## src/rtl/scaled_sum_accum_if.sv

```systemverilog
// Stream interface for scaled_sum_accum: sample input handshake, flush,
// and the registered frame-result handshake.
interface scaled_sum_accum_if #(
  parameter int DATA_WIDTH = 6,
  parameter int CNT_WIDTH  = 3,
  parameter int SUM_WIDTH  = 8
);
  logic [DATA_WIDTH-1:0] in_data;
  logic                  in_valid;
  logic                  in_ready;
  logic                  flush;
  logic [SUM_WIDTH-1:0]  out_sum;
  logic [CNT_WIDTH:0]    out_count;
  logic                  out_ovf;
  logic                  out_valid;
  logic                  out_ready;

  modport slave (
    input  in_data, in_valid, flush, out_ready,
    output in_ready, out_sum, out_count, out_ovf, out_valid
  );

  modport master (
    output in_data, in_valid, flush, out_ready,
    input  in_ready, out_sum, out_count, out_ovf, out_valid
  );
endinterface

```

## src/rtl/scaled_sum_accum.sv

```systemverilog
// Accumulates SAMPLES scaled samples (or fewer, on flush) into one frame sum.
// Define SCALED_SUM_ACCUM_SATURATE_EN to clamp the sum at all-ones on overflow.
module scaled_sum_accum #(
  parameter int DATA_WIDTH = 6,
  parameter int SAMPLES    = 4,
  parameter int CNT_WIDTH  = 3,
  parameter int SUM_WIDTH  = 8
) (
  input  logic              clk,
  input  logic              reset,
  scaled_sum_accum_if.slave bus
);

  typedef enum logic [1:0] {IDLE, ACCUM, HOLD} state_e;

  // The count is one bit wider than CNT_WIDTH so SAMPLES == 2**CNT_WIDTH fits.
  localparam logic [CNT_WIDTH:0] SAMPLES_C = (CNT_WIDTH+1)'(SAMPLES);
  localparam logic [CNT_WIDTH:0] ONE_C     = (CNT_WIDTH+1)'(1);

  state_e                 state_q, state_d;
  logic [SUM_WIDTH-1:0]   acc_q, acc_d, acc_next;
  logic [CNT_WIDTH:0]     cnt_q, cnt_d, cnt_next;
  logic                   ovf_q, ovf_d, ovf_next;
  logic [SUM_WIDTH-1:0]   out_sum_q, out_sum_d;
  logic [CNT_WIDTH:0]     out_count_q, out_count_d;
  logic                   out_ovf_q, out_ovf_d;
  logic                   out_valid_q, out_valid_d;
  logic [SUM_WIDTH:0]     sum_ext;
  logic                   accept;
  logic                   close;

  always_comb begin
    // NOTE: every signal written here gets a default first so no latch is inferred.
    state_d     = state_q;
    acc_d       = acc_q;
    cnt_d       = cnt_q;
    ovf_d       = ovf_q;
    out_sum_d   = out_sum_q;
    out_count_d = out_count_q;
    out_ovf_d   = out_ovf_q;
    out_valid_d = out_valid_q;
    close       = 1'b0;

    // The extra top bit catches the carry that marks the frame as overflowed.
    sum_ext  = {1'b0, acc_q} + (SUM_WIDTH+1)'(bus.in_data);
    ovf_next = ovf_q | sum_ext[SUM_WIDTH];
`ifdef SCALED_SUM_ACCUM_SATURATE_EN
    acc_next = ovf_next ? '1 : sum_ext[SUM_WIDTH-1:0];
`else
    acc_next = sum_ext[SUM_WIDTH-1:0];
`endif
    cnt_next = cnt_q + ONE_C;
    accept   = bus.in_valid && (state_q != HOLD);

    case (state_q)
      IDLE, ACCUM: begin
        if (accept) begin
          acc_d = acc_next;
          cnt_d = cnt_next;
          ovf_d = ovf_next;
        end
        // A flush only closes a frame that already holds at least one sample.
        close = (accept && (cnt_next == SAMPLES_C)) || ((state_q == ACCUM) && bus.flush);
        if (close) begin
          state_d     = HOLD;
          out_sum_d   = acc_d;
          out_count_d = cnt_d;
          out_ovf_d   = ovf_d;
          out_valid_d = 1'b1;
        end else if (accept) begin
          state_d = ACCUM;
        end
      end
      HOLD: begin
        if (bus.out_ready) begin
          state_d     = IDLE;
          acc_d       = '0;
          cnt_d       = '0;
          ovf_d       = 1'b0;
          out_valid_d = 1'b0;
        end
      end
      default: state_d = IDLE;
    endcase
  end

  always_ff @(posedge clk) begin
    // NOTE: state registers use non-blocking assignments so every flop samples pre-edge values.
    if (reset) begin
      state_q     <= IDLE;
      acc_q       <= '0;
      cnt_q       <= '0;
      ovf_q       <= 1'b0;
      out_sum_q   <= '0;
      out_count_q <= '0;
      out_ovf_q   <= 1'b0;
      out_valid_q <= 1'b0;
    end else begin
      state_q     <= state_d;
      acc_q       <= acc_d;
      cnt_q       <= cnt_d;
      ovf_q       <= ovf_d;
      out_sum_q   <= out_sum_d;
      out_count_q <= out_count_d;
      out_ovf_q   <= out_ovf_d;
      out_valid_q <= out_valid_d;
    end
  end

  assign bus.in_ready  = (state_q != HOLD);
  assign bus.out_sum   = out_sum_q;
  assign bus.out_count = out_count_q;
  assign bus.out_ovf   = out_ovf_q;
  assign bus.out_valid = out_valid_q;

endmodule
```

## src/flat_wrapper.sv

```systemverilog
// flat-port wrapper written by rule: the top's interface ports become plain ports
module scaled_sum_accum_flat 
#(
  parameter int DATA_WIDTH = 6,
  parameter int SAMPLES    = 4,
  parameter int CNT_WIDTH  = 3,
  parameter int SUM_WIDTH  = 8
)
  (clk, reset, bus_in_data, bus_in_valid, bus_flush, bus_out_ready, bus_in_ready, bus_out_sum, bus_out_count, bus_out_ovf, bus_out_valid);
  scaled_sum_accum_if #(.DATA_WIDTH(DATA_WIDTH), .CNT_WIDTH(CNT_WIDTH), .SUM_WIDTH(SUM_WIDTH)) bus_i ();
  input  logic clk;
  input  logic reset;
  input wire logic [$bits(bus_i.in_data)-1:0] bus_in_data;
  input wire logic [$bits(bus_i.in_valid)-1:0] bus_in_valid;
  input wire logic [$bits(bus_i.flush)-1:0] bus_flush;
  input wire logic [$bits(bus_i.out_ready)-1:0] bus_out_ready;
  output wire logic [$bits(bus_i.in_ready)-1:0] bus_in_ready;
  output wire logic [$bits(bus_i.out_sum)-1:0] bus_out_sum;
  output wire logic [$bits(bus_i.out_count)-1:0] bus_out_count;
  output wire logic [$bits(bus_i.out_ovf)-1:0] bus_out_ovf;
  output wire logic [$bits(bus_i.out_valid)-1:0] bus_out_valid;
  assign bus_i.in_data = bus_in_data;
  assign bus_i.in_valid = bus_in_valid;
  assign bus_i.flush = bus_flush;
  assign bus_i.out_ready = bus_out_ready;
  assign bus_in_ready = bus_i.in_ready;
  assign bus_out_sum = bus_i.out_sum;
  assign bus_out_count = bus_i.out_count;
  assign bus_out_ovf = bus_i.out_ovf;
  assign bus_out_valid = bus_i.out_valid;
  scaled_sum_accum #(.DATA_WIDTH(DATA_WIDTH), .SAMPLES(SAMPLES), .CNT_WIDTH(CNT_WIDTH), .SUM_WIDTH(SUM_WIDTH)) u_core (.clk(clk), .reset(reset), .bus(bus_i));
endmodule
```

## config.mk

```make
export PLATFORM = sky130hd
export DESIGN_NAME = scaled_sum_accum_flat
export DESIGN_NICKNAME = d
export VERILOG_FILES = /design/src/rtl/scaled_sum_accum_if.sv /design/src/rtl/scaled_sum_accum.sv /design/src/flat_wrapper.sv
export SDC_FILE = /design/constraint.sdc
export NUM_CORES = 1
export LEC_CHECK = 0
export ABC_CLOCK_PERIOD_IN_PS = 4610
export BUFFER_PORTS_ARGS = -buffer_cell sky130_fd_sc_hd__buf_2
export CORE_MARGIN = 10
export CORE_UTILIZATION = 40
export CTS_CLUSTER_SIZE = 12
export DETAILED_ROUTE_END_ITERATION = 10
export SLEW_MARGIN = 15
export SYNTH_ARGS = -nofsm -noshare
export SYNTH_HDL_FRONTEND = slang
export SYNTH_SLANG_ARGS = --single-unit
```

## constraint.sdc

```tcl
create_clock -name clk -period 4.61 [get_ports clk]
set_input_delay 0.461 -clock clk [delete_from_list [all_inputs] [get_ports clk]]
set_output_delay 0.461 -clock clk [all_outputs]
set_load 0.02 [all_outputs]
```

# Word-level counts from Yosys, hierarchy flattened
# Index checks and enable logic that the tools add are counted.
[op_classes]
multipliers = 0
mux = 15
n_addsub = 2
n_bitwise = 1
n_eq_ne = 7
shifts = 0
reduce_logical = 11
div_mod_pow = 0
magnitude_cmp = 0
[op_table]
columns = ["op", "count"]
rows = [
  ["$mux 8", 2],
  ["$pmux 8 s2", 1],
  ["$add 8x6->9", 1],
  ["$mux 4", 2],
  ["$pmux 4 s2", 1],
  ["$mux 2", 3],
  ["$reduce_and 2->1", 3],
  ["$add 4x1->4 const B", 1],
  ["$eq 4x3->1 const B", 1],
  ["$ne 2x2->1 const B", 2],
  ["$pmux 1 s2", 2],
  ["$pmux 2 s2", 1],
  ["$logic_and 1x1->1", 3],
  ["$mux 1", 3],
  ["$ne 3x1->1 const B", 1],
  ["$reduce_and 3->1", 1],
  ["$eq 2x1->1 const B", 1],
  ["$eq 2x2->1 const B", 1],
  ["$logic_not 2->1", 1],
  ["$ne 2x1->1 const B", 1],
  ["$reduce_bool 2->1", 1],
  ["$reduce_or 2->1", 1],
  ["$logic_or 1x1->1", 1],
  ["$or 1x1->1", 1],
]
[word_totals]
romBits = 0
in_bits = 11
n_memories = 0
ram_bits = 0
regBits = 29
latchBits = 0

# Longest topological paths before layout
# Gate-level depths: netlist of the first run.
[logic_depth]
ltp_word = 6
ltp_mapped = 7

# Worst setup path after synthesis of the first run
# No wires, ideal clock.
[synth_timing]
path_type = "input-to-reg"
from = "in bus_in_data[0]"
to = "reg u_core.out_ovf_q, in the netlist u_core.bus.out_ovf"
setup_slack_ns = 2.546
setup_ns = 0.119
arrival_time_ns = 1.945
path_stages = 7
required_time_ns = 4.491
path_cell_list = "ha_1 > fa_1 > a211o_1 > o211ai_1 > a21o_1 > o211ai_1 > o221a_2"
[synth_between]
elab_chain_len = 3
[synth_rtl]
columns = ["item", "line", "rtl"]
rows = [
  ["from (decl)", "flat_wrapper.sv:13", "input wire logic [$bits(bus_i.in_data)-1:0] bus_in_data;"],
  ["$add 8x6->9", "scaled_sum_accum.sv:45", "sum_ext = {1'b0, acc_q} + (SUM_WIDTH+1)'(bus.in_data);"],
  ["$or 1x1->1", "scaled_sum_accum.sv:46", "ovf_next = ovf_q | sum_ext[SUM_WIDTH];"],
  ["$mux 1", "scaled_sum_accum.sv:57", "if (accept) begin"],
  ["to (signal assigned)", "scaled_sum_accum.sv:105", "out_ovf_q <= out_ovf_d;"],
  ["to (decl)", "scaled_sum_accum.sv:26", "logic out_ovf_q, out_ovf_d;"],
]
# No other way between the ends.
# A chain may end at the register's enable or synchronous reset.

# Worst setup path in the final report of the first run
[layout_timing]
from = "reg u_core.state_q[1]"
to = "reg u_core.cnt_q[3]"
[layout_between]
elab_chain_len = 4
elab_cells_between_ends = 11
[layout_rtl]
columns = ["item", "line", "rtl"]
rows = [
  ["from (decl)", "scaled_sum_accum.sv:20", "state_e state_q, state_d;"],
  ["from (signal assigned)", "scaled_sum_accum.sv:99", "state_q <= state_d;"],
  ["$ne 2x2->1, or another cell as far along", "scaled_sum_accum.sv:53", "accept = bus.in_valid && (state_q != HOLD);"],
  ["$logic_and 1x1->1 or $reduce_or 2->1 (tied branches)", "scaled_sum_accum.sv:53, scaled_sum_accum.sv:55", ""],
  ["$mux 4 or $reduce_bool 2->1 (tied branches)", "-", ""],
  ["$pmux 4 s2 or $reduce_and 2->1 (tied branches)", "-", ""],
  ["to (signal assigned)", "scaled_sum_accum.sv:101", "cnt_q <= cnt_d;"],
  ["to (decl)", "scaled_sum_accum.sv:22", "logic [CNT_WIDTH:0] cnt_q, cnt_d, cnt_next;"],
]
# Parallel ways exist; a longest one is shown, timed or not.

==> results.txt, run 1 <==
- Antenna diodes: 0
- Vias in the first global route: about 1400
- Summed over its instances, the top area cell type makes up a little over a third of the synthesized netlist area.
* Post-layout utilization of the core: between 40% and 50%
* Hold Path Class: reg2reg
* I/O pins: 26
- The post-route netlist has roughly 22% of its cells at a drive strength greater than 1.
- The cell area that synthesis handed to floorplanning was 1670 um2.
- Summed over all instances, the cell type with the most area after synthesis is sky130_fd_sc_hd__dfxtp_1.
- Multi-input gate area in the final layout: just over 1000 um2
* TritonCTS clock tree: done
- Data on the critical path arrives at its endpoint at about 2.6 ns.
- Total of cells resized after clock tree synthesis: 0
* Number of slew-limit violations in the final report: 0
- In the final routed layout, each cell accounts on average for approximately 15 um.
- For the pin with the worst max-slew slack, the measured transition is about 0.77 ns.
- The netlist uses 48 different library cells.
* Fraction of synthesis flops using an asynchronous set or reset pin: 0%
- Pwr/cell area: between 300 and 400 nW/um2
* Total Wirelength: slightly above 4000 um
- Number of buffers inserted for hold repair after clock tree synthesis: 0
- Global placer's final weighted congestion: around 0.86
- In the final layout, flip-flops and latches occupy 581 um2.
* Number of design rule violations left after detail routing: 0
- Routed vias: about 1400
- By count the netlist is led by sky130_fd_sc_hd__dfxtp_1 (29), sky130_fd_sc_hd__a21oi_1 (20), sky130_fd_sc_hd__nand2_1 (12), sky130_fd_sc_hd__nor2_1 (12), sky130_fd_sc_hd__nand3_1 (10).
* Max Clock Freq: roughly 0.43 GHz
* Kind of end point of the critical path: register
* Remaining max-slew budget at the tightest pin: 48.3%
* Core Footprint: a little over 4000 um2
* CTS Sinks: 29
* Number of max-cap violations: 0
- For the worst setup path, the data required time is around 4.8 ns.
- The flow ran to the end, and the final reports show no timing, DRC or antenna violations.
- Antenna violations before repair: 0
- Synth Area per Inst: 8.86 um2
- Post-detailed-placement half-perimeter wirelength: 2960 um
* GRT Total Usage: a little under an eighth
- Among all flip-flop cells after synthesis, the most frequent one is sky130_fd_sc_hd__dfxtp_1.
* Number of H-tree branching levels: 2
* Post-Synthesis Cells: about 190
* Growth of design area from synthesis to finish: 13.4%
- Source-to-sink clock delay at the later pin of the worst-skew pair: 0.27 ns
- Starting density of the core: approximately two fifths
- After synthesis the netlist holds a flip-flop and latch count of 29.
* Count of input and output buffers: 25
* CP max FO: 22
* Number of setup violations in the final report: 0
* Number of rows in the core area: 23
- Post-CTS clock slew at the launch and capture registers of the worst setup and hold paths: 0.07 ns
* Number of buffers created by CTS: 5
- Clock Tree Root: sky130_fd_sc_hd__clkbuf_8
- The synthesized design contains 0 enable-type register cells.
- Post-route clock skew: 0.00426 ns
* Iteration count of the initial detailed-routing pass: 4
- Yosys printed 0 warnings.
- Post-route antenna net violation count: 0
- Fill cells in the final layout number ~430.
- Final nets: roughly 230
- In this run the vertical extent of the chip is 84.5 um.
- Sorting the synthesized cells by area gives the leading types as sky130_fd_sc_hd__dfxtp_1 (35%), sky130_fd_sc_hd__a21oi_1 (6.0%), sky130_fd_sc_hd__ha_1 (6.0%), sky130_fd_sc_hd__nand3_1 (3.0%), sky130_fd_sc_hd__nor3_1 (2.7%).
* Die X-Extent: approximately 85 um
- Gr ovfl total: 0
- Fin crit period: about 2.3 ns
- By instance count, the leading cell after synthesis is sky130_fd_sc_hd__dfxtp_1.
* Crit start category: register
* Sequential area share after synthesis: about a third
- Setup repair after global routing left no endpoint under its margin.
- First-pass GRT wire length: just under 7000 um
- The number of setup buffers added after CTS is 0.
- Type of the worst setup path: reg2reg
- Cell leakage power: between 0.0007 and 0.0008 uW
* Net count after synthesis: between 200 and 250
- Iteration-0 DRC count of the detailed router: about 140
* Number of endpoints with negative hold slack in the final report: 0
* Via density: 5.51
- Summed over all failing endpoints, the final setup total negative slack is 0 ns.
- In this run the deepest clock path goes through 2 buffers.
- Final clock period utilization by the worst path: about half
- The die covers approximately 7100 um2.
- VDD sags by at most 0.000209 V.
- Maximum number of pins on one net before global-route repair: 28
-- cell type report --
class | instances | share of cell area (%)
multi-input cells | 144 | 53.8
flip-flops and latches | 29 | 30.7
repair buffers | 25 | 6.62
clock buffers | 6 | 3.84
well taps | 50 | 3.31
inverters | 6 | 1.19
clock inverters | 2 | 0.530
-- per-layer routing --
layer  part of all wire [%]  up-vias  track usage [%]  routed length, um
met5                      0        -                0                  0
met4                   0.99        0             3.29                 40
met3                    5.2        4             4.25                211
met2                     47       23             18.6               1900
met1                     47      669             13.3               1900
li1                       -      748                -                  -
-- registers in the layout, summed over array words and instances (netlist names) --
register / flops
u_core.cnt_q: 4
u_core.ovf_q: 1
u_core.bus.out_valid: 1
u_core.acc_q: 8
u_core.bus.out_count: 4
u_core.bus.out_sum: 8
u_core.state_q: 2
u_core.bus.out_ovf: 1
-- cell families after synthesis --
group	Yosys count	synth area share, %
AO/OA/AOI/OAI	63	27.6
buffers and inverters	15	4.13
multiplexers	6	3.83
AND/OR/NAND/NOR	57	17.6
XOR/XNOR	9	4.73
adder cells (fa/ha/maj)	9	7.21
flip-flops	29	34.9
-- report_power, final --
part           total (uW)  switching, uW  internal (uW)
Sequential            288           18.3            270
Clock                 200           95.9            104
Combinational         157           90.9           66.0
Total                 645            205            440
-- final timing paths --
check	start	to	slack, ns	depth (start not counted)
max	u_core.state_q[1]$_SDFFE_PP0P_	u_core.cnt_q[3]$_SDFFE_PP0P_	2.27	4
max reg2reg	u_core.state_q[1]$_SDFFE_PP0P_	u_core.cnt_q[3]$_SDFFE_PP0P_	2.27	4
min	u_core.bus.out_sum[2]$_SDFFE_PP0P_	u_core.bus.out_sum[2]$_SDFFE_PP0P_	0.48	2
min reg2reg	u_core.bus.out_sum[2]$_SDFFE_PP0P_	u_core.bus.out_sum[2]$_SDFFE_PP0P_	0.48	2
-- critical path, stage by stage, from the launching register on --
cell                      delay, ns
sky130_fd_sc_hd__dfxtp_1       0.76
sky130_fd_sc_hd__inv_1         0.57
sky130_fd_sc_hd__a21oi_1       0.61
sky130_fd_sc_hd__o21ai_0       0.18
sky130_fd_sc_hd__a21oi_1       0.14
-- through the flow --
stage | hold slack (ns) | cells | setup slack, ns | power [uW] | instance area, um2
2_1_floorplan | 0.452 | 188 | 2.55 | 413 | 1670
3_3_place_gp | 0.480 | 254 | 2.27 | 450 | 1810
3_5_place_dp | 0.472 | 254 | 2.27 | 451 | 1810
4_1_cts | 0.482 | 262 | 2.30 | 656 | 1890
5_1_grt | 0.501 | 262 | 2.02 | 691 | 1890
6_report | 0.475 | 262 | 2.27 | 645 | 1890
-- cell usage in the layout (no fill, tap or decap), types with 5 or more instances in the layout --
cell type | synthesis | layout
sky130_fd_sc_hd__o21ai_0 | 9 | 9
sky130_fd_sc_hd__clkbuf_8 | 0 | 5
sky130_fd_sc_hd__xnor2_1 | 5 | 5
sky130_fd_sc_hd__a21oi_1 | 20 | 20
sky130_fd_sc_hd__nand3_1 | 10 | 10
sky130_fd_sc_hd__nand2_1 | 12 | 12
sky130_fd_sc_hd__ha_1 | 8 | 8
sky130_fd_sc_hd__buf_2 | 1 | 25
sky130_fd_sc_hd__a22oi_1 | 5 | 5
sky130_fd_sc_hd__inv_1 | 6 | 6
sky130_fd_sc_hd__nor2_1 | 12 | 12
sky130_fd_sc_hd__nor3_1 | 9 | 9
sky130_fd_sc_hd__dfxtp_1 | 29 | 29
No activity file was read; power rests on OpenSTA's default activity.
==> run 2, diff against run 1 <==
- ABC_AREA: not set -> 1
- ABC_CLOCK_PERIOD_IN_PS: 4610 -> 2100
- clock period: 4.61 -> 2.1 ns (I/O delays scaled with it)
==> run 2 against run 1 <==
  * Synthesized area down 0.98%
  * Sequential power up 110%
  * Worst setup slack worse by 1.8 ns
  * Via count up 4.8%
  * Register-to-register slack worse by 1.8 ns
  * Clock skew down 0.0024 ns
  * Fmax up 45%
  * Power up 110%
  * Sequential share of layout area down 0.10 points
  * Clock power up 130%
==> results.txt, run 2 <==
- The flow ran to the end, and the final reports show no timing, DRC or antenna violations.
- Crit start category: register
* Post-detailed-placement half-perimeter wirelength: 2820 um (-4.7%)
- The vias after detailed routing is 1514 (+4.8%).
* Max Clock Freq: 0.617 GHz (+45%)
* Vias in the first global route: 1427 (+0.28%)
- The clock insertion delay at the later pin of the skew report came to 0.28 ns (about the same).
- Setup repair after global routing left no endpoint under its margin.
* Routed wire per std cell: 11.9 um (-23%)
- The met3 usage is 3.38% (-0.87 points).
* Critical path data required time: 2.32 ns (-2.50 ns)
- Number of buffers inserted for hold repair after clock tree synthesis: 0 (unchanged)
- CTS Sinks: 29 (unchanged)
* Launch instance of the worst register-to-register path: u_core.acc_q[0]$_SDFFE_PP0P_
* Top cells by instance count after synthesis: sky130_fd_sc_hd__nand2_1 (76), sky130_fd_sc_hd__dfxtp_1 (29), sky130_fd_sc_hd__inv_1 (25), sky130_fd_sc_hd__nand3_1 (22), sky130_fd_sc_hd__a21oi_1 (17)
- The combinational group share of total power was 21.7% (-2.6 points).
* Post-synth top area cell: sky130_fd_sc_hd__dfxtp_1
- The global-route wire length before repair was 6420 um (-5.8%).
- The maximum fanout along the worst path came to 3 (-86%).
- The share of cells above drive strength 1 is 17.3% (-4.9 points).
- Type of the worst setup path: reg2reg
- Setup TNS: 0 ns (unchanged)
* Int Pwr: 958 uW (+120%)
* Worst voltage drop across the vdd grid: 0.000539 V (+160%)
- The sequential fraction of design power is 44.8% (+0.2 points).
- The number of antenna violations at the first check in global routing was 0 (unchanged).
* Cell leakage power: 0.000934 uW (+26%)
* Kind of end point of the critical path: register
- Gr ovfl total: 0 (unchanged)
- Post-Synthesis Cells: 240 (+28%)
* Core Footprint: 4000 um2 (-0.71%)
- Post-synth top flop: sky130_fd_sc_hd__dfxtp_1
- The met2 track demand over resource came to 17.2% (-1.4 points).
- Buffer count from post-CTS setup fixing: 0 (unchanged)
- Antenna diodes: 0 (unchanged)
* Net count after synthesis: 260 (+25%)
* Iteration count of the initial detailed-routing pass: 4 (unchanged)
- Starting density of the core: 41.2% (-0.11 points)
- Clock network power share: 33.5% (+2.5 points)
* Clock Tree Root: sky130_fd_sc_hd__clkbuf_8
- The library cell used most frequently in the layout, excluding fill and tap cells, is sky130_fd_sc_hd__nand2_1.
* Number of design rule violations left after detail routing: 0 (unchanged)
- The path with the worst hold slack has its endpoint at u_core.state_q[1]$_SDFFE_PP0P_.
- The global routing stage identified its most utilized layer as met2.
- The relative slew slack came to 77.8% (+29 points).
* Clock tree buffer depth: 2 (unchanged)
- Global placer's final weighted congestion: 0.779 (-9.5%)
- Post-synth design cell area: 1650 um2 (-0.98%)
* Total Wirelength: 3770 um (-6.9%)
- Number of warnings reported in the yosys synthesis log: 0 (unchanged)
* Final nets: 286 (+24%)
- Count of input and output buffers: 25 (unchanged)
- Flip-flop and latch count after synthesis: 29 (unchanged)
* Iteration-0 DRC count of the detailed router: 135 (-2.2%)
- Number of endpoints with negative hold slack in the final report: 0 (unchanged)
- The post-cts repair resize count was 0 (unchanged).
- The minimum setup slack among reg-to-reg paths came to 0.48 ns (-1.79 ns).
- The number of cells on the worst reg-to-reg path is 9 (+5).
* Hold Slack: 0.152 ns (-0.323 ns)
- Post-route antenna net violation count: 0 (unchanged)
- Pwr/cell area: 728 nW/um2 (+110%)
* Area share of the largest cell type after synthesis: 35.2% (+0.34 points)
- The pin slew with the least headroom to its limit came to 0.334 ns (-0.441 ns).
- The net switching power was 421 uW (+110%).
- The utilization after layout is 47.4% (+0.49 points).
* Synth Area per Inst: 6.87 um2 (-22%)
- The register clock-pin slew on the reported worst setup and hold paths came to 0.06 ns (about the same).
* Number of max-cap violations: 0 (unchanged)
- The final number of setup-violating endpoints came to 0 (unchanged).
- The number of cells on the worst hold path is 2 (unchanged).
- The library cells used most frequently in the layout, excluding fill and tap cells, are sky130_fd_sc_hd__nand2_1 (76), sky130_fd_sc_hd__dfxtp_1 (29), sky130_fd_sc_hd__inv_1 (25), sky130_fd_sc_hd__buf_2 (25), sky130_fd_sc_hd__nand3_1 (22).
* Sequential area share after synthesis: 35.2% (+0.34 points)
- The total global routing track utilization came to 10.7% (-0.58 points).
- Die boundary height: 84.2 um (-0.37%)
- Number of rows in the core area: 23 (unchanged)
- Cell with the most instances after synthesis: sky130_fd_sc_hd__nand2_1
- Die X-Extent: 84.2 um (-0.37%)
- Maximum number of pins on one net before global-route repair: 17 (-39%)
* Number of enable flip-flop cells after synthesis: 0 (unchanged)
- The maximum clock skew at final layout is 0.00189 ns (-0.00236 ns).
* Via density: 4.79 (-13%)
* Area of the die: 7090 um2 (-0.74%)
- The shortest clock period the worst path allows after layout came to 1.62 ns (-0.722 ns).
- TritonCTS built the clock tree.
- The TritonCTS buffer count is 5 (unchanged).
- Synth unique cells: 29 (-40%)
* Number of slew-limit violations in the final report: 0 (unchanged)
- I/O pins: 26 (unchanged)
* Total of fill cells in the finished design: 425 (-1.4%)
- The tightest min-delay check is of the in2reg type.
* Leading cell types by total area after synthesis: sky130_fd_sc_hd__dfxtp_1 (35%), sky130_fd_sc_hd__nand2_1 (17%), sky130_fd_sc_hd__nand3_1 (6.7%), sky130_fd_sc_hd__ha_1 (6.1%), sky130_fd_sc_hd__inv_1 (5.7%)
- Hold_sp: bus_out_ready
- The share of synthesized flip-flops with an asynchronous set or reset is 0% (unchanged).
- Number of H-tree branching levels: 2 (unchanged)
- Reg2reg end: u_core.acc_q[6]$_SDFFE_PP0P_
* Growth of design area from synthesis to finish: 14.9%
- The global-route met1 utilization was 13.0% (-0.29 points).
* Final clock period utilization by the worst path: 77.1% (+26 points)
- Switching share of power: 30.5% (-1.3 points)
- The critical path arrival came to 1.84 ns (-0.71 ns).
## run 2: changes by cell type after synthesis, moves of 4 or more
cell and delta:
sky130_fd_sc_hd__nand2_1 +64, sky130_fd_sc_hd__nor3_1 -9, sky130_fd_sc_hd__inv_1 +19, sky130_fd_sc_hd__a311oi_1 -4
sky130_fd_sc_hd__o21ai_1 +5, sky130_fd_sc_hd__nand4_1 +5, sky130_fd_sc_hd__a22oi_1 -5, sky130_fd_sc_hd__nand2_4 +4
sky130_fd_sc_hd__nand3_1 +12, sky130_fd_sc_hd__xnor2_1 -4
## run 2: how the worst max path moves through the flow
| stage | from | cells after the start | endpoint |
|---|---|---|---|
| after floorplan | u_core.acc_q[0]$_SDFFE_PP0P_ | 9 | u_core.acc_q[6]$_SDFFE_PP0P_ |
| after global placement | bus_in_data[0] | 10 | u_core.acc_q[6]$_SDFFE_PP0P_ |
| after detailed placement | bus_in_data[0] | 10 | u_core.acc_q[6]$_SDFFE_PP0P_ |
| after CTS | u_core.acc_q[0]$_SDFFE_PP0P_ | 9 | u_core.acc_q[6]$_SDFFE_PP0P_ |
| after global routing | u_core.acc_q[0]$_SDFFE_PP0P_ | 9 | u_core.acc_q[4]$_SDFFE_PP0P_ |
| final | u_core.acc_q[0]$_SDFFE_PP0P_ | 9 | u_core.acc_q[6]$_SDFFE_PP0P_ |
## run 2: cell families (layout without fill, tap and decap cells)
family | after synthesis | count (layout) | share of synthesized area (%)
DFF | 29 | 29 | 35.2
buffers and inverters | 36 | 62 | 9.18
and+or+nand+nor | 131 | 131 | 36.4
adders and majority gates | 9 | 9 | 7.28
AOI/OAI and AO/OA | 31 | 31 | 9.79
xor gates and xnor gates | 4 | 4 | 2.12
## run 2: final cells by class
class / instances / area [um2] / share of cell area (%)
Tap cell: 50 / 62.6 / 3.30
Timing Repair Buffer: 28 / 148 / 7.79
Inverter: 27 / 101 / 5.35
Multi-Input combinational cell: 175 / 917 / 48.4
Clock buffer: 7 / 86.3 / 4.55
Sequential cell: 29 / 581 / 30.6
## run 2: power by group through the flow
stage	Combinational (uW)	Clock, uW	Sequential [uW]
after floorplan	218	0	640
after global placement	300	0	629
after detailed placement	302	0	630
after CTS	303	474	618
after global routing	344	500	622
final	300	462	618
## run 2: per-layer routing
metal	routed length (um)	vias up
met1	1840	656
li1	-	821
met3	164	8
met4	54	0
met5	0	-
met2	1720	29
## run 2: worst max-delay path, cell delays in order, from the launching register on
cell and delay (ns):
sky130_fd_sc_hd__dfxtp_1 0.32, sky130_fd_sc_hd__ha_1 0.22, sky130_fd_sc_hd__fa_1 0.44, sky130_fd_sc_hd__nand3_1 0.11, sky130_fd_sc_hd__nand3_1 0.09, sky130_fd_sc_hd__nand2_1 0.09, sky130_fd_sc_hd__nand2_1 0.05, sky130_fd_sc_hd__nand2_1 0.07
sky130_fd_sc_hd__nand2_1 0.05, sky130_fd_sc_hd__a21oi_1 0.11
## run 2: through the flow
step / setup WS [ns] / area [um2] / total power, uW / std cells
finish: 0.480 / 1900 / 1380 / 316
global placement: 0.477 / 1810 / 930 / 309
floorplan: 0.605 / 1650 / 858 / 240
detailed placement: 0.476 / 1810 / 932 / 309
global route: 0.341 / 1900 / 1470 / 316
CTS: 0.465 / 1900 / 1400 / 316
==> run 3, diff against run 2 <==
- ABC_CLOCK_PERIOD_IN_PS: 2100 -> 1400
- clock period: 2.1 -> 1.4 ns (I/O delays scaled with it)
==> run 3 against run 2 <==
  * Fmax increased by 10%
  * Largest power group unchanged
  * Critical path depth shrank 1
  * Routed wire length is 21% higher
  * Largest cell class unchanged
  * The flow now finishes with violations (setup timing)
==> results.txt, run 3 (same netlist as run 2, synthesis figures left out) <==
* Number of H-tree branching levels: 2 (unchanged)
* Ratio of cells with drive above 1 in the final layout: 41.7% (+24 points)
- The register clock-pin slew on the reported worst setup and hold paths is 0.07 ns (about the same).
- Count of input and output buffers: 25 (unchanged)
- Total cell area at the placement stage: 2000 um2 (+11%)
- The final number of setup-violating endpoints is 14 (+14).
- First-pass GRT wire length: 7490 um (+17%)
- The timing-limited maximum frequency came to 0.680 GHz (+10%).
* Number of rows in the core area: 23 (unchanged)
- Crit start category: register
* Hold Slack: 0.0649 ns (-0.0875 ns)
* Number of buffers created by CTS: 5 (unchanged)
- Post-route antenna net violation count: 0 (unchanged)
- Total of fill cells in the finished design: 357 (-16%)
- The final period utilization was 105% (+28 points).
- The number of max-slew violations in the final report came to 0 (unchanged).
- The library cell used most frequently in the layout, excluding fill and tap cells, is sky130_fd_sc_hd__nand2_1.
- The final net count was 314 (+9.8%).
- Met2 usage in global routing: 20.3% (+3.2 points)
- The checks that failed: setup timing.
- The total global routing track utilization was 12.4% (+1.7 points).
- Most congested layer reported by global routing: met2
* Launch instance of the worst register-to-register path: u_core.acc_q[0]$_SDFFE_PP0P_
- The critical path data required time was 1.58 ns (-0.74 ns).
- Multi-input gate area in the final layout: 1200 um2 (+31%)
- Cell leakage power: 0.00110 uW (+18%)
* Reg2reg end: u_core.bus.out_sum[6]$_SDFFE_PP0P_
- The number of cells on the worst hold path was 2 (unchanged).
* Total Wirelength: 4580 um (+21%)
- Growth of design area from synthesis to finish: 45.6%
- Kind of end point of the critical path: register
- The number of buffers added to fix hold violations after cts came to 0 (unchanged).
- The final setup slack of the worst path is -0.0714 ns (-0.552 ns).
- TritonCTS built the clock tree.
* Worst Setup EP: u_core.bus.out_sum[6]$_SDFFE_PP0P_
- Via density: 5.08 (+6.1%)
* Arrival time of data at the critical path endpoint: 1.65 ns (-0.19 ns)
- The starting DRC count in detailed routing was 102 (-24%).
* Start point of the critical path: u_core.acc_q[0]$_SDFFE_PP0P_
* Routed wire per std cell: 13.3 um (+11%)
- Fin crit period: 1.47 ns (-0.148 ns)
* Type of the worst setup path: reg2reg
* Most frequent cells in the layout: sky130_fd_sc_hd__nand2_1 (65), sky130_fd_sc_hd__buf_4 (26), sky130_fd_sc_hd__buf_2 (25)
* Die boundary height: 84.2 um (unchanged)
* Hold Path Class: in2reg
* Maximum number of pins on one net before global-route repair: 17 (unchanged)
* Worst voltage drop across the vdd grid: 0.000681 V (+27%)
- The count of endpoints failing hold in the final timing report is 0 (unchanged).
- Iteration count of the initial detailed-routing pass: 4 (unchanged)
* Number of design rule violations left after detail routing: 0 (unchanged)
- I/O pins: 26 (unchanged)
- The sequential cell area is 594 um2 (+2.4%).
- Antenna diodes: 0 (unchanged)
- Final std cell area, no fill: 2400 um2 (+27%)
- Starting density of the core: 41.2% (unchanged)
- The flow ran to the end, but the final reports show violations.
- The maximum clock skew at final layout was 0.00706 ns (+0.00517 ns).
* Area of the die: 7090 um2 (unchanged)
- Transition at the pin with the smallest max-transition slack: 0.311 ns (-0.0228 ns)
* Flop-to-flop setup slack: -0.07 ns (-0.55 ns)
* Global placer's final weighted congestion: 0.874 (+12%)
- Met3 Usage GRT: 3.38% (unchanged)
* Post-detailed-placement half-perimeter wirelength: 3120 um (+11%)
* CP max FO: 3 (unchanged)
* Register-to-Register Path Depth: 8 (-1)
* Clock Tree Root: sky130_fd_sc_hd__clkbuf_8
* Source-to-sink clock delay at the later pin of the worst-skew pair: 0.28 ns (about the same)
* Clock tree buffer depth: 2 (unchanged)
* Gr ovfl total: 0 (unchanged)
* Number of max-cap violations: 0 (unchanged)
- Vias in the first global route: 1676 (+17%)
- The clock sink count came to 29 (unchanged).
- The power per cell area was 969 nW/um2 (+33%).
* Routed vias: 1753 (+16%)
* Die X-Extent: 84.2 um (unchanged)
* Remaining max-slew budget at the tightest pin: 79.2% (+1.4 points)
* Core Footprint: 4000 um2 (unchanged)
- The global-route met1 utilization was 15.1% (+2.1 points).
- The final total power was 2330 uW (+69%).
* Antenna violations before repair: 0 (unchanged)
- Setup repair after global routing could not meet its margin everywhere.
[run 3: changes by cell type in the layout (fill, tap and decap cells not counted), sizes merged]
| cell | delta |
|---|---|
| buf | +26 |
| clkbuf | -1 |
| clkinv | +2 |
| clkinvlp | +2 |
| inv | -1 |
| nand2 | +1 |
[run 3: layer usage]
metal / wire length [um] / share of wire (%)
met1: 2100 / 46
met2: 2200 / 48
met3: 201 / 4.4
met4: 76 / 1.7
met5: 0 / 0
[run 3: how the worst min path moves through the flow]
| stage | start | end |
|---|---|---|
| finish | bus_out_ready | u_core.state_q[1]$_SDFFE_PP0P_ |
| global route | bus_out_ready | u_core.state_q[1]$_SDFFE_PP0P_ |
| CTS | bus_out_ready | u_core.state_q[1]$_SDFFE_PP0P_ |
| detailed placement | bus_out_ready | u_core.state_q[1]$_SDFFE_PP0P_ |
| global placement | bus_out_ready | u_core.state_q[1]$_SDFFE_PP0P_ |
| floorplan | bus_out_ready | u_core.state_q[1]$_SDFFE_PP0P_ |
[run 3: cell type report]
class / count / share of cell area, %
Multi-Input combinational cell: 176 / 49.9
Inverter: 27 / 4.38
Tap cell: 50 / 2.61
Timing Repair inverter: 1 / 0.208
Timing Repair Buffer: 54 / 14.7
Sequential cell: 29 / 24.8
Clock inverter: 2 / 0.417
Clock buffer: 6 / 3.02
[run 3: stage by stage]
stage | setup TNS, ns | cells | util [%] | setup slack [ns]
2_1_floorplan | -0.00260 | 240 | - | -0.00260
4_1_cts | -1.09 | 342 | 55.4 | -0.141
5_1_grt | -1.97 | 345 | 60.0 | -0.162
3_5_place_dp | -1.11 | 332 | 50.0 | -0.121
3_3_place_gp | -0.838 | 332 | 50.0 | -0.118
6_report | -0.448 | 345 | 60.0 | -0.0714
[run 3: worst max-delay path, stage by stage (launching register included)]
cell                       delay, ns
sky130_fd_sc_hd__dfxtp_2        0.34
sky130_fd_sc_hd__ha_4           0.15
sky130_fd_sc_hd__fa_2           0.38
sky130_fd_sc_hd__nand3_2        0.08
sky130_fd_sc_hd__nand3_2        0.08
sky130_fd_sc_hd__nand3b_1       0.09
sky130_fd_sc_hd__nand2_1        0.08
sky130_fd_sc_hd__nor2_1         0.13
sky130_fd_sc_hd__nor2_1         0.05
[run 3: report_power, final]
part / internal, uW / leakage (uW) / switching, uW / total (uW)
logic: 319 / 0.000816 / 388 / 707
registers: 886 / 0.000240 / 49.0 / 935
clock network: 344 / 0.0000450 / 340 / 684
total: 1550 / 0.00110 / 778 / 2330
[run 3: timing repair]
item                                    CTS  global route
setup buffers                             2             2
pin swaps                                15            19
gates resized for setup                  22            39
gates cloned                              0             2
endpoints found under the setup margin   19            25
endpoints found under the hold margin     0             0
